`src/rtl/ovi_vector_responder.sv`:
```
// ovi_vector_responder: vector-side OVI issue/complete responder that queues issues, models latency and completes them in order.
// Ports: CLK/RST (async active-high); ISSUE_VALID/INSTR/VL/SEW in; ISSUE_CREDIT, COMPLETED_VALID/ILLEGAL/INSTR, BUSY, ERR_OVERFLOW out.
// Optional OVI_RESP_PERF_EN adds PERF_BUSY_CYCLES (32b) and PERF_COMPLETED (16b).
`ifndef OVI_INSTR_WIDTH
`define OVI_INSTR_WIDTH 32
`endif
`ifndef OVI_VL_WIDTH
`define OVI_VL_WIDTH 8
`endif
`ifndef OVI_SEW_WIDTH
`define OVI_SEW_WIDTH 2
`endif
module ovi_vector_responder #(
  parameter int DEPTH    = 4,
  parameter int LANES    = 4,
  parameter int BASE_LAT = 2
) (
  input  logic                        CLK,
  input  logic                        RST,
  input  logic                        ISSUE_VALID,
  input  logic [`OVI_INSTR_WIDTH-1:0] ISSUE_INSTR,
  input  logic [`OVI_VL_WIDTH-1:0]    ISSUE_VL,
  input  logic [`OVI_SEW_WIDTH-1:0]   ISSUE_SEW,
  output logic                        ISSUE_CREDIT,
  output logic                        COMPLETED_VALID,
  output logic                        COMPLETED_ILLEGAL,
  output logic [`OVI_INSTR_WIDTH-1:0] COMPLETED_INSTR,
  output logic                        BUSY,
  output logic                        ERR_OVERFLOW
`ifdef OVI_RESP_PERF_EN
  ,
  output logic [31:0]                 PERF_BUSY_CYCLES,
  output logic [15:0]                 PERF_COMPLETED
`endif
);
  localparam int AW = $clog2(DEPTH);
  localparam int IW = `OVI_INSTR_WIDTH;
  localparam int VW = `OVI_VL_WIDTH;
  localparam int SW = `OVI_SEW_WIDTH;
  typedef enum logic [1:0] {IDLE, EXEC, DONE} state_t;
  state_t state_q, state_d;
  logic [IW-1:0] q_instr [DEPTH];
  logic [VW-1:0] q_vl [DEPTH];
  logic [SW-1:0] q_sew [DEPTH];
  logic [AW-1:0] wr_q, wr_d, rd_q, rd_d;
  logic [AW:0] cnt_q, cnt_d;
  logic [31:0] lat_q, lat_d, raw_lat, head_lat;
  logic [IW-1:0] instr_q, instr_d, cinstr_q, cinstr_d;
  logic ill_q, ill_d, credit_q, err_q, err_d;
  logic pop, push, head_ill;
  always_comb begin
    // DONE may pop too, so the next instruction starts on the edge that leaves DONE
    pop = (state_q != EXEC) && (cnt_q != '0);
    push = ISSUE_VALID && ((cnt_q != (AW+1)'(DEPTH)) || pop);
    err_d = err_q | (ISSUE_VALID & ~push);
    wr_d = push ? wr_q + 1'b1 : wr_q;
    rd_d = pop ? rd_q + 1'b1 : rd_q;
    cnt_d = cnt_q + (AW+1)'(push) - (AW+1)'(pop);
    head_ill = (q_instr[rd_q][6:0] != 7'h57) || (q_sew[rd_q] == SW'(3));
    raw_lat = 32'(BASE_LAT) + ((32'(q_vl[rd_q]) + 32'(LANES - 1)) >> $clog2(LANES));
    head_lat = (raw_lat == 32'd0) ? 32'd1 : raw_lat;
    instr_d = pop ? q_instr[rd_q] : instr_q;
    ill_d = pop ? head_ill : ill_q;
    lat_d = pop ? head_lat - 32'd1 : (state_q == EXEC && lat_q != 32'd0) ? lat_q - 32'd1 : lat_q;
    state_d = pop ? (head_ill ? DONE : EXEC) : (state_q == EXEC) ? ((lat_q == 32'd0) ? DONE : EXEC) : IDLE;
    cinstr_d = (state_d == DONE) ? instr_d : cinstr_q;
  end
  always_ff @(posedge CLK)
    if (push) begin
      q_instr[wr_q] <= ISSUE_INSTR;
      q_vl[wr_q] <= ISSUE_VL;
      q_sew[wr_q] <= ISSUE_SEW;
    end
  always_ff @(posedge CLK or posedge RST)
    if (RST) begin
      state_q <= IDLE;
      wr_q <= '0;
      rd_q <= '0;
      cnt_q <= '0;
      lat_q <= '0;
      instr_q <= '0;
      cinstr_q <= '0;
      ill_q <= 1'b0;
      credit_q <= 1'b0;
      err_q <= 1'b0;
    end else begin
      state_q <= state_d;
      wr_q <= wr_d;
      rd_q <= rd_d;
      cnt_q <= cnt_d;
      lat_q <= lat_d;
      instr_q <= instr_d;
      cinstr_q <= cinstr_d;
      ill_q <= ill_d;
      credit_q <= pop;
      err_q <= err_d;
    end
  assign ISSUE_CREDIT = credit_q;
  assign COMPLETED_VALID = (state_q == DONE);
  assign COMPLETED_ILLEGAL = (state_q == DONE) && ill_q;
  assign COMPLETED_INSTR = cinstr_q;
  assign BUSY = (cnt_q != '0) || (state_q != IDLE);
  assign ERR_OVERFLOW = err_q;
`ifdef OVI_RESP_PERF_EN
  logic [31:0] pbusy_q;
  logic [15:0] pcomp_q;
  always_ff @(posedge CLK or posedge RST)
    if (RST) begin
      pbusy_q <= '0;
      pcomp_q <= '0;
    end else begin
      pbusy_q <= pbusy_q + 32'(state_q != IDLE);
      pcomp_q <= pcomp_q + 16'(state_q == DONE);
    end
  assign PERF_BUSY_CYCLES = pbusy_q;
  assign PERF_COMPLETED = pcomp_q;
`endif
endmodule

```
`config.mk`:
```
export PLATFORM = sky130hd
export DESIGN_NAME = ovi_vector_responder
export DESIGN_NICKNAME = d
export VERILOG_FILES = /design/src/rtl/ovi_vector_responder.sv
export SDC_FILE = /design/constraint.sdc
export NUM_CORES = 1
export LEC_CHECK = 0
export ABC_AREA = 0
export CAP_MARGIN = 10
export CORE_UTILIZATION = 58
export DETAILED_ROUTE_END_ITERATION = 8
export GPL_TIMING_DRIVEN = 0
export PLACE_DENSITY = 0.79
export SLEW_MARGIN = 0
export SYNTH_ARGS = -nofsm -noshare
export SYNTH_HDL_FRONTEND = slang
export SYNTH_SLANG_ARGS = --single-unit
```
`constraint.sdc`:
```
create_clock -name CLK -period 4.9 [get_ports CLK]
set_input_delay 0.49 -clock CLK [delete_from_list [all_inputs] [get_ports CLK]]
set_output_delay 0.49 -clock CLK [all_outputs]
set_load 0.05 [all_outputs]
```
Word-level counts from Yosys, hierarchy flattened
Memories as Yosys holds them, arrays and structs flattened.
Index checks and enable logic that the tools add are counted.

storage, ports and cells
  register bits = 108
  bits in writable memories = 168
  input bits = 45
  output and inout bits = 37
  logic and storage cells = 54
  memories = 3

operators by class
  add/subtract/negate cells = 8
  equal/unequal tests = 7
  mux-type cells = 10
  bitwise operators = 3
  reduce and logical (&&, ||, !) cells = 13

memories
  name     depth  width  read ports  clocked after memory_dff  write ports  RTL line  source
  q_instr  4      32     1           0                         1            42        logic [IW-1:0] q_instr [DEPTH];
  q_vl     4      8      1           0                         1            43        logic [VW-1:0] q_vl [DEPTH];
  q_sew    4      2      1           0                         1            44        logic [SW-1:0] q_sew [DEPTH];

operator list
  cell                                                                   number
  32-bit two-way mux                                                     3
  32-bit logical NOT                                                     2
  32-bit nonzero test                                                    1
  32-bit by 1-bit subtractor with 32-bit output, second input constant   1
  8-bit by 2-bit adder with 9-bit output, second input constant          1
  8-bit by 1-bit subtractor with 9-bit output, second input constant     1
  2-bit by 7-bit adder with 8-bit output, first input constant           1
  2-bit two-way mux                                                      4
  8-bit two-way mux                                                      1
  7-bit != test, second input constant                                   1
  2-bit equality test, second input constant                             3
  2-bit by 1-bit adder with 2-bit output, second input constant          2
  1-bit logical AND                                                      4
  2-bit nonzero test                                                     2
  3-bit by 1-bit adder with 3-bit output                                 1
  1-bit logical OR                                                       3
  3-bit != test, second input constant                                   1
  3-bit nonzero test                                                     1
  3-bit by 1-bit subtractor with 3-bit output                            1
  2-bit by 1-bit equality test with 1-bit output, second input constant  1
  1-bit two-way mux                                                      2
  2-bit by 1-bit != test with 1-bit output, second input constant        1
  1-bit bitwise AND                                                      1
  1-bit NOT                                                              1
  1-bit bitwise OR                                                       1

Longest topological paths before layout
Gate-level depths: netlist (run 1).

  depth after elaboration = 7
  gate-level depth with buffers = 17
  depth with buffers taken out = 15

Least setup slack after synthesis (run 1)
No wires, ideal clock.

  path type = flip-flop to flip-flop
  start = reg rd_q[0]
  end = reg lat_q[23]
  arrival = 3.690 ns
  slack = 1.090 ns
  stages on the path, launching flop included = 18
  buffers on the path = 2
  clock period less this slack = 3.810 ns
  cell sequence = dfrtp_1 > buf_6 > nor4b_1 > nor4_4 > nand2_1 > xor2_1 > inv_1 > ha_1 > a31oi_1 > nand4b_1 > a2111o_1 > o21a_1 > ha_1 > nand2b_1 > a2111o_1 > buf_6 > a21oi_1 > o22a_2

between the ends
  word-level cells in the longest chain between the ends = 7

ends and longest elaborated chain
  what                                             RTL line  source
  start: declaration                               45        logic [AW-1:0] wr_q, wr_d, rd_q, rd_d;
  start signal: assignment                         89        rd_q <= rd_d;
  memory 4 x 8 bit (*)                             --
  8-bit by 2-bit adder with 9-bit output (*)       60        raw_lat = 32'(BASE_LAT) + ((32'(q_vl[rd_q]) + 32'(LANES - 1)) >> $clog2(LANES));
  2-bit by 7-bit adder with 8-bit output (*)       60
  32-bit logical NOT                               61        head_lat = (raw_lat == 32'd0) ? 32'd1 : raw_lat;
  8-bit two-way mux (*)                            61
  8-bit by 1-bit subtractor with 9-bit output (*)  64        lat_d = pop ? head_lat - 32'd1 : (state_q == EXEC && lat_q != 32'd0) ? lat_q - 32'd1 : lat_q;
  32-bit two-way mux (*)                           64
  end signal: assignment                           91        lat_q <= lat_d;
  end: declaration                                 47        logic [31:0] lat_q, lat_d, raw_lat, head_lat;

Every way passes the cells marked *; elsewhere a longest branch is shown, timed or not.
A chain may end at the register's enable or synchronous reset.

Final worst setup path (run 1)
Ends and elaborated chain as after synthesis.

==> results.tsv, run 1 <==
metric	value	unit
wl	23.3	mm
syn_to_final_growth	18.4	%
h-tree-depth	1	
cts_sinks	276	
hold_violations	0	
syn-instance-count	755	
synth_edf_count	168	
worstMarginPinSlew	0.759	ns
grt_start_max_net_pins	63	
drv_slew	0	
hold_buffers	0	
core_area	19000	µm²
cp.depth	17	
cts_root_buf	clkbuf_16	
setup_viol	0	
peakVddDrop	0.000435	V
max_freq	0.229	GHz
async_flop_share	39.1	%
path_clk_slew	0.06	ns
antenna_found_initial	0	
finalWeightedCongestion	0.859	
drc	0	
criticalPathCategory	register to register	
rsz0062_at_grt	no	
postCtsSetupBuffers	0	
clockBufferDepth	3	
whs	0.397	ns
max_cap_violations	0	
io_pins	82	
worstPathRequired	5.33	ns
synth_fp_nets	809	
critPathTopFamily	compound AO/OA/AOI/OAI gates	
cts_resized	0	
cts_tree	done	
slowest_stage	nor4b_1	
rows	50	
start_util	59.8	%
clk-insertion-delay-late	0.55	ns
period_share	88.9	%
yosys-top-cells-area	edfxtp_1, dfrtp_1, mux4_2	
drtPass1Iterations	7	
cellLeakagePower	5.09	nW
status	finished clean	
skew	0.0187	ns
die_w	142	µm
cp-start-kind	register	
power	0.00914	W
yosys_warnings	0	
critPathArrivalTime	4.79	ns
gr-total-overflow	0	
crit_chain	buf_6, nor4b_1, nor4_4, nand2_1, xor2_1, inv_1, ha_1, a31oi_1, nand4b_1, a2111o_1, o21a_1, ha_1, nand2b_1, a2111o_1, buf_6, a21oi_1, o22a_2	
ys_seq_elements	276	
grt_pass1_wl	37.4	mm
r2r_cells	17	
endpoint_kind	register	
numPortBuffers	81	
syn_area_per_cell	15.0	µm²
dr_total_vias	6790	
final_antenna_net_count	0	
relSlewSlack	49.4	%
cts_buffers	28	
antenna_cells	0	
cp_max_fo	10	
p_per_area	681	nW/µm²
die-area	20100	µm²
max_stage_delay	0.52	ns
period_minus_slack	4.36	ns
layout-drive-gt1-share	15.5	%
yosys.area.top_type	edfxtp_1	
worst_hold_path_type	input pin to asynchronous set/reset pin	
grt_use_total	24.3	%
nNetsFinal	925	
vias_per_cell	5.89	
syn_area	11300	µm²
drt_iter0_drc	667	
seq_area_frac_synth	68.3	%
synth_cell_types	65	
grt_pass1_vias	7238	
dieHeight	142	µm
fillCellCount	1201	
ys.flop_type	edfxtp_1	
dpl.hpwl	15.3	mm
synth_top_area_share	44.5	%
wl_per_cell	20.2	µm
cp.buffers_inverters	3	
==> layout make-up <==
type / instances / area (µm²) / share of cell area, %
timing repair buffer: 86 / 918 / 6.84
inverter: 23 / 88.8 / 0.662
clock buffer: 41 / 759 / 5.66
multi-input combinational: 424 / 3350 / 24.9
clock inverter: 10 / 76.3 / 0.568
sequential: 276 / 7750 / 57.7
tap: 260 / 325 / 2.42
buffer: 32 / 165 / 1.23
==> registers in the layout (all words and copies together), names as in the netlist <==
| name | cells |
|---|---|
| state_q | 2 |
| ERR_OVERFLOW | 1 |
| COMPLETED_INSTR | 32 |
| cnt_q | 3 |
| q_instr | 128 |
| wr_q | 2 |
| q_vl | 32 |
| instr_q | 32 |
| lat_q | 32 |
| ISSUE_CREDIT | 1 |
| rd_q | 2 |
| ill_q | 1 |
| q_sew | 8 |
==> power by group <==
| part | internal [W] | switching (W) | total (W) |
|---|---|---|---|
| Combinational | 0.00153 | 0.00225 | 0.00378 |
| Clock | 0.00108 | 0.000850 | 0.00193 |
| Sequential | 0.00316 | 0.000272 | 0.00343 |
==> cells in the mapped netlist, types with 4 or more instances <==
cell type	instances
a41oi_1	6
nor2b_1	4
nor3_1	11
xor2_1	9
xnor2_1	12
a31oi_1	5
and2_1	7
o21ai_0	20
nor4_1	6
nand3_1	19
clkbuf_1	11
mux4_2	35
or2_2	4
buf_2	9
nand2_1	118
o22a_1	8
o211ai_1	4
o21a_1	4
edfxtp_1	168
inv_1	22
mux2_2	29
ha_1	8
or3_1	7
a21oi_1	32
nor2_1	20
dfrtp_1	108
buf_1	7
buf_6	4
==> worst register-to-register path: stages (launching register included) <==
cell and delay, ns:
dfrtp_1 0.42, buf_6 0.17, nor4b_1 0.52, nor4_4 0.11
nand2_1 0.10, xor2_1 0.27, inv_1 0.08, ha_1 0.24
a31oi_1 0.17, nand4b_1 0.25, a2111o_1 0.51, o21a_1 0.21
ha_1 0.21, nand2b_1 0.15, a2111o_1 0.33, buf_6 0.20
a21oi_1 0.08, o22a_2 0.22
==> kinds of logic (layout without fill, tap and decap cells) <==
| group | after synthesis | in the layout | share of synthesized area (%) |
|---|---|---|---|
| compound gates | 101 | 101 | 6.07 |
| xor+xnor | 22 | 22 | 1.83 |
| fa+ha+maj | 9 | 9 | 1.06 |
| buf+inv | 55 | 192 | 2.22 |
| flops | 276 | 276 | 68.3 |
| mux | 73 | 73 | 11.1 |
| simple gates | 219 | 219 | 9.42 |
==> through the flow <==
step	TNS, ns	utilization (%)	cell area, µm²	worst slack (ns)	instances
6_report	0	70.8	13400	0.542	1152
5_1_grt	0	70.8	13400	0.207	1152
4_1_cts	0	70.8	13400	0.535	1152
3_5_place_dp	0	66.4	12600	0.538	1101
3_3_place_gp	-1.47	65.8	12500	-0.0248	1096
2_1_floorplan	0	-	11300	1.09	755
==> path summary, 6_finish.rpt <==
check	slack (ns)	to	startpoint
worst max-delay path	0.54	lat_q[23]$_DFFE_PP0P_	rd_q[0]$_DFFE_PP0P_
worst min-delay path	0.40	lat_q[6]$_DFFE_PP0P_	RST
worst max register to register	0.54	lat_q[23]$_DFFE_PP0P_	rd_q[0]$_DFFE_PP0P_
worst min register to register	0.47	instr_q[10]$_DFF_PP0_	instr_q[10]$_DFF_PP0_
max in group asynchronous	3.77	rd_q[0]$_DFFE_PP0P_	RST
min in group CLK	0.47	instr_q[10]$_DFF_PP0_	instr_q[10]$_DFF_PP0_
==> metal layers <==
metal  wire length (µm)  global-route usage, %  vias to the layer above
li1                   -                      -                     3071
met2              12000                   41.6                      236
met4                541                   7.75                        0
met1               9510                   32.3                     3436
met5                  0                      0                        -
met3               1270                   3.78                       47
==> placed cells by master, fill, tap and decap left out, types with 5 or more instances in the layout <==
master,count
buf_2,9
xor2_1,9
buf_1,7
o21ai_0,20
xnor2_1,12
mux4_2,35
clkbuf_1,23
a21oi_1,32
nor2_1,20
inv_1,21
nor3_1,11
nand3_1,19
clkbuf_16,28
nand2_1,118
clkdlybuf4s50_1,81
dfrtp_1,108
mux2_2,29
or3_1,7
a31oi_1,5
nor4_1,6
edfxtp_1,168
a41oi_1,6
ha_1,8
o22a_1,8
(Power assumes the default switching activity.)
==> run 2: changes to the inputs <==
Settings changed: PLACE_DENSITY 0.79 to 0.85.
==> results.tsv, run 2 (synthesized netlist as in run 1, its figures left out) <==
metric	value	unit	change
worst_hold_path_type	input pin to asynchronous set/reset pin		
drv_slew	0		unchanged
dieHeight	142	µm	unchanged
path_clk_slew	0.06	ns	about the same
status	finished clean		
clock_power_share	22.5	%	+1.4 points
p_int	0.00595	W	+3.2%
critPathLaunch	rd_q[0]$_DFFE_PP0P_		
max_cap_violations	0		unchanged
postCtsSetupBuffers	0		unchanged
drtPass1Iterations	5		-2
cts_root_buf	clkbuf_16		
layout_common_cells	edfxtp_1, nand2_1, dfrtp_1		
endpoint_kind	register		
slowest_stage	nor4bb_1		
power.share.combinational	40.7	%	-0.7 points
utilization	71.2	%	+0.41 points
h-tree-depth	1		unchanged
peakVddDrop	0.000458	V	+5.2%
clk-insertion-delay-late	0.54	ns	about the same
rsz0062_at_grt	no		
final_cells	1151		-0.087%
fillCellCount	1167		-2.8%
top_register	q_instr		
numPortBuffers	81		unchanged
cts_tree	done		
skew	0.0107	ns	-0.00806 ns
grt_start_max_net_pins	59		-6.3%
rr_startpoint	rd_q[0]$_DFFE_PP0P_		
post-place-ws	0.530	ns	-0.00821 ns
drt_iter0_drc	532		-20%
mostFrequentLayoutCell	edfxtp_1		
hold_violations	0		unchanged
max_stage_delay	0.52	ns	about the same
p_switching	0.00345	W	+2.0%
vias_per_cell	6.14		+4.2%
relSlewSlack	33.9	%	-16 points
nNetsFinal	924		-0.11%
drc	0		unchanged
sw_frac_of_total	36.7	%	-0.27 points
die-area	20100	µm²	unchanged
die_w	142	µm	unchanged
cts_buffers	27		-3.6%
dr_total_vias	7070		+4.1%
io_pins	82		unchanged
antenna_cells	0		unchanged
finalWeightedCongestion	0.860		about the same
gr-total-overflow	0		unchanged
pwr-share-seq	36.8	%	-0.7 points
clockBufferDepth	3		unchanged
max_freq	0.226	GHz	-1.6%
antenna_found_initial	0		unchanged
critPathArrivalTime	4.84	ns	+0.05 ns
worstMarginPinSlew	0.988	ns	+0.229 ns
cts_resized	0		unchanged
cp-start-kind	register		
r2r_cells	17		unchanged
period_minus_slack	4.43	ns	+0.0727 ns
grt_pass1_wl	39.5	mm	+5.6%
cp_max_fo	10		unchanged
p_per_area	696	nW/µm²	+2.2%
dpl.hpwl	15.3	mm	-0.11%
period_share	90.4	%	+1.5 points
setup_viol	0		unchanged
criticalPathCategory	register to register		
grt_use_total	25.8	%	+1.5 points
largest_reg_flops	128		unchanged
setup_slack	0.469	ns	-0.0727 ns
placed_cells	1101		unchanged
layout-drive-gt1-share	15.7	%	+0.24 points
grt_pass1_vias	7419		+2.5%
whs	0.435	ns	+0.0377 ns
reg2reg_slack	0.47	ns	-0.07 ns
hold_buffers	0		unchanged
start_util	59.8	%	unchanged
wl	25.0	mm	+7.4%
syn_to_final_growth	19.1	%	
final_antenna_net_count	0		unchanged
wl_per_cell	21.8	µm	+7.5%
crit_chain	buf_6, nor4bb_1, nor4_4, nand2_1, xor2_1, inv_1, ha_1, a31oi_1, nand4b_1, a2111o_1, o21a_1, ha_1, nand2b_1, a2111o_1, buf_6, a21oi_1, o22a_1		
rows	50		unchanged
worstPathRequired	5.31	ns	-0.02 ns
core_area	19000	µm²	unchanged
cellLeakagePower	5.13	nW	+0.78%
cts_sinks	276		unchanged
-- run 2: final timing paths --
path	to
max in group asynchronous	instr_q[8]$_DFF_PP0_
min	instr_q[21]$_DFF_PP0_
max	lat_q[21]$_DFFE_PP0P_
min in group CLK	ERR_OVERFLOW$_DFF_PP0_
min reg2reg	ERR_OVERFLOW$_DFF_PP0_
max reg2reg	lat_q[21]$_DFFE_PP0P_
-- run 2: metal layers --
| metal | vias to the layer above | global-route usage [%] | part of all wire, % |
|---|---|---|---|
| met3 | 91 | 3.54 | 7.0 |
| met4 | 0 | 9.85 | 3.5 |
| met1 | 3566 | 33.9 | 39 |
| met5 | - | 0 | 0 |
| li1 | 3066 | - | - |
| met2 | 347 | 44.2 | 50 |
-- run 2: metrics by stage --
stage / cell area (µm²) / total power [W] / TNS, ns
after CTS: 13500 / 0.00942 / 0
after global routing: 13500 / 0.00984 / 0
after detailed placement: 12600 / 0.00725 / 0
after floorplan: 11300 / 0.00613 / 0
after global placement: 12500 / 0.00705 / -8.43
final: 13500 / 0.00940 / 0
-- run 2: layout make-up --
class / instances / area [µm²] / share of cell area (%)
clock inverter: 13 / 165 / 1.22
clock buffer: 37 / 733 / 5.43
timing repair buffer: 86 / 933 / 6.91
tap: 260 / 325 / 2.41
sequential: 276 / 7750 / 57.4
buffer: 32 / 165 / 1.22
multi-input combinational: 424 / 3350 / 24.8
inverter: 23 / 88.8 / 0.658
-- run 2: power groups by stage --
stage | Sequential, W | Combinational [W] | Clock, W
final | 0.00346 | 0.00383 | 0.00211
after global routing | 0.00351 | 0.00413 | 0.00220
after CTS | 0.00346 | 0.00384 | 0.00212
after detailed placement | 0.00348 | 0.00378 | 0
after global placement | 0.00347 | 0.00358 | 0
after floorplan | 0.00389 | 0.00224 | 0
-- run 2: critical path: cells and delay by family (launching register included) --
family | cells | cell delay, ns
flip-flops | 1 | 0.40
buffers and inverters | 3 | 0.46
XOR/XNOR | 1 | 0.28
AND/OR/NAND/NOR | 5 | 1.21
adder cells (fa/ha/maj) | 2 | 0.44
AO/OA/AOI/OAI | 6 | 1.53
==> run 3: changes to the inputs <==
Settings changed: CORE_MARGIN set to 5, PLACE_DENSITY 0.85 to unset, PLACE_DENSITY_LB_ADDON set to 0.12.
==> results.tsv, run 3 (synthesized netlist as in run 1, its figures left out) <==
metric	value	unit	change
final_antenna_net_count	0		unchanged
grt_pass1_vias	7080		-4.6%
endpoint_kind	register		
wl_met1	10.1	mm	+2.4%
dr_total_vias	6678		-5.5%
layout-drive-gt1-share	17.2	%	+1.5 points
drtPass1Iterations	5		unchanged
top_register	q_instr		
numPortBuffers	81		unchanged
setup_viol	0		unchanged
drt_iter0_drc	524		-1.5%
rows	51		+2.0%
grt_pass1_wl	38.6	mm	-2.1%
io_pins	82		unchanged
cts_buffers	29		+7.4%
layout_common_cells	edfxtp_1, nand2_1, dfrtp_1		
worst_hold_path_type	input pin to asynchronous set/reset pin		
worstPathRequired	5.33	ns	+0.02 ns
clk-insertion-delay-late	0.56	ns	+0.02 ns
highest_layer	met4		
path_clk_slew	0.06	ns	about the same
dpl.hpwl	15.0	mm	-1.7%
cts_sinks	276		unchanged
cp-start-kind	register		
worstMarginPinSlew	0.702	ns	-0.286 ns
p_per_area	699	nW/µm²	+0.42%
syn_to_final_growth	20.5	%	
wl_per_cell	20.4	µm	-6.4%
max_freq	0.222	GHz	-1.7%
vias_per_cell	5.76		-6.3%
criticalPathCategory	register to register		
grt_start_max_net_pins	65		+10%
cts_tree	done		
post_dp_cell_area	12600	µm²	about the same
utilization	70.7	%	-0.58 points
cts_resized	0		unchanged
wl	23.6	mm	-5.7%
skew	0.0152	ns	+0.00457 ns
rr_startpoint	rd_q[0]$_DFFE_PP0P_		
gr-total-overflow	0		unchanged
period_minus_slack	4.51	ns	+0.0789 ns
status	finished clean		
cellLeakagePower	5.20	nW	+1.4%
final_area	13700	µm²	+1.2%
peakVddDrop	0.000385	V	-16%
finalWeightedCongestion	0.851		-0.97%
wl_met2	11.8	mm	-6.1%
grt_use_total	22.1	%	-3.7 points
largest_reg_flops	128		unchanged
hold_violations	0		unchanged
mostFrequentLayoutCell	edfxtp_1		
die_w	150	µm	+5.6%
critPathArrivalTime	4.94	ns	+0.10 ns
power	0.00955	W	+1.6%
period_share	92.0	%	+1.6 points
start_util	58.7	%	-1.2 points
antenna_cells	0		unchanged
hold_buffers	0		unchanged
h-tree-depth	1		unchanged
core_area	19300	µm²	+2.0%
critPathLaunch	rd_q[0]$_DFFE_PP0P_		
drc	0		unchanged
drv_slew	0		unchanged
antenna_found_initial	0		unchanged
cts_root_buf	clkbuf_16		
relSlewSlack	53.0	%	+19 points
postCtsSetupBuffers	0		unchanged
dieHeight	150	µm	+5.6%
rsz0062_at_grt	no		
max_cap_violations	0		unchanged
cp_max_fo	10		unchanged
met3WireLength	1.16	mm	-33%
clockBufferDepth	3		unchanged
nNetsFinal	926		+0.22%
whs	0.371	ns	-0.0641 ns
final_cells	1160		+0.78%
die-area	22400	µm²	+12%
placed_cells	1106		+0.45%
run 3: routing by layer:
layer  global-route usage (%)  vias to the layer above
li1                         -                     3071
met1                     30.5                     3370
met2                     37.6                      197
met3                     3.21                       40
met4                     5.86                        0
met5                        0                        -
run 3: metrics by stage:
stage,worst slack [ns],setup TNS (ns)
finish,0.390,0
global route,0.0817,0
CTS,0.364,0
detailed placement,0.431,0
global placement,-0.142,-14.48
floorplan,1.09,0
run 3: final cells by class:
type	instances	area, µm²
sequential	276	7750
fill	1286	5670
multi-input combinational	424	3350
timing repair buffer	86	918
clock buffer	35	778
tap	265	332
clock inverter	19	287
buffer	32	165
inverter	23	88.8
run 3: final timing paths:
path	cells after the start	to	slack (ns)
max in group asynchronous	3	instr_q[6]$_DFF_PP0_	3.79
min in group CLK	2	instr_q[16]$_DFF_PP0_	0.47
min reg2reg	2	instr_q[16]$_DFF_PP0_	0.47
max	17	lat_q[21]$_DFFE_PP0P_	0.39
max reg2reg	17	lat_q[21]$_DFFE_PP0P_	0.39
min	2	instr_q[27]$_DFF_PP0_	0.37
run 3: worst max-delay path, cell delays in order (launching register included):
cell and delay (ns):
dfrtp_1 0.47, buf_6 0.20, nor4bb_1 0.50, nor4_4 0.14, nand2_1 0.11, xor2_1 0.28, inv_1 0.08, ha_1 0.24
a31oi_1 0.16, nand4b_1 0.26, a2111o_1 0.53, o21a_1 0.23, ha_1 0.21, nand2b_1 0.15, a2111o_1 0.35, buf_6 0.20
a21oi_1 0.07, o22a_1 0.21
run 3: power breakdown:
part | internal (W) | switching [W] | total (W) | leakage (nW)
clock | 0.00146 | 0.000921 | 0.00238 | 0.514
sequential | 0.00316 | 0.000269 | 0.00343 | 2.87
combinational | 0.00153 | 0.00221 | 0.00374 | 1.82
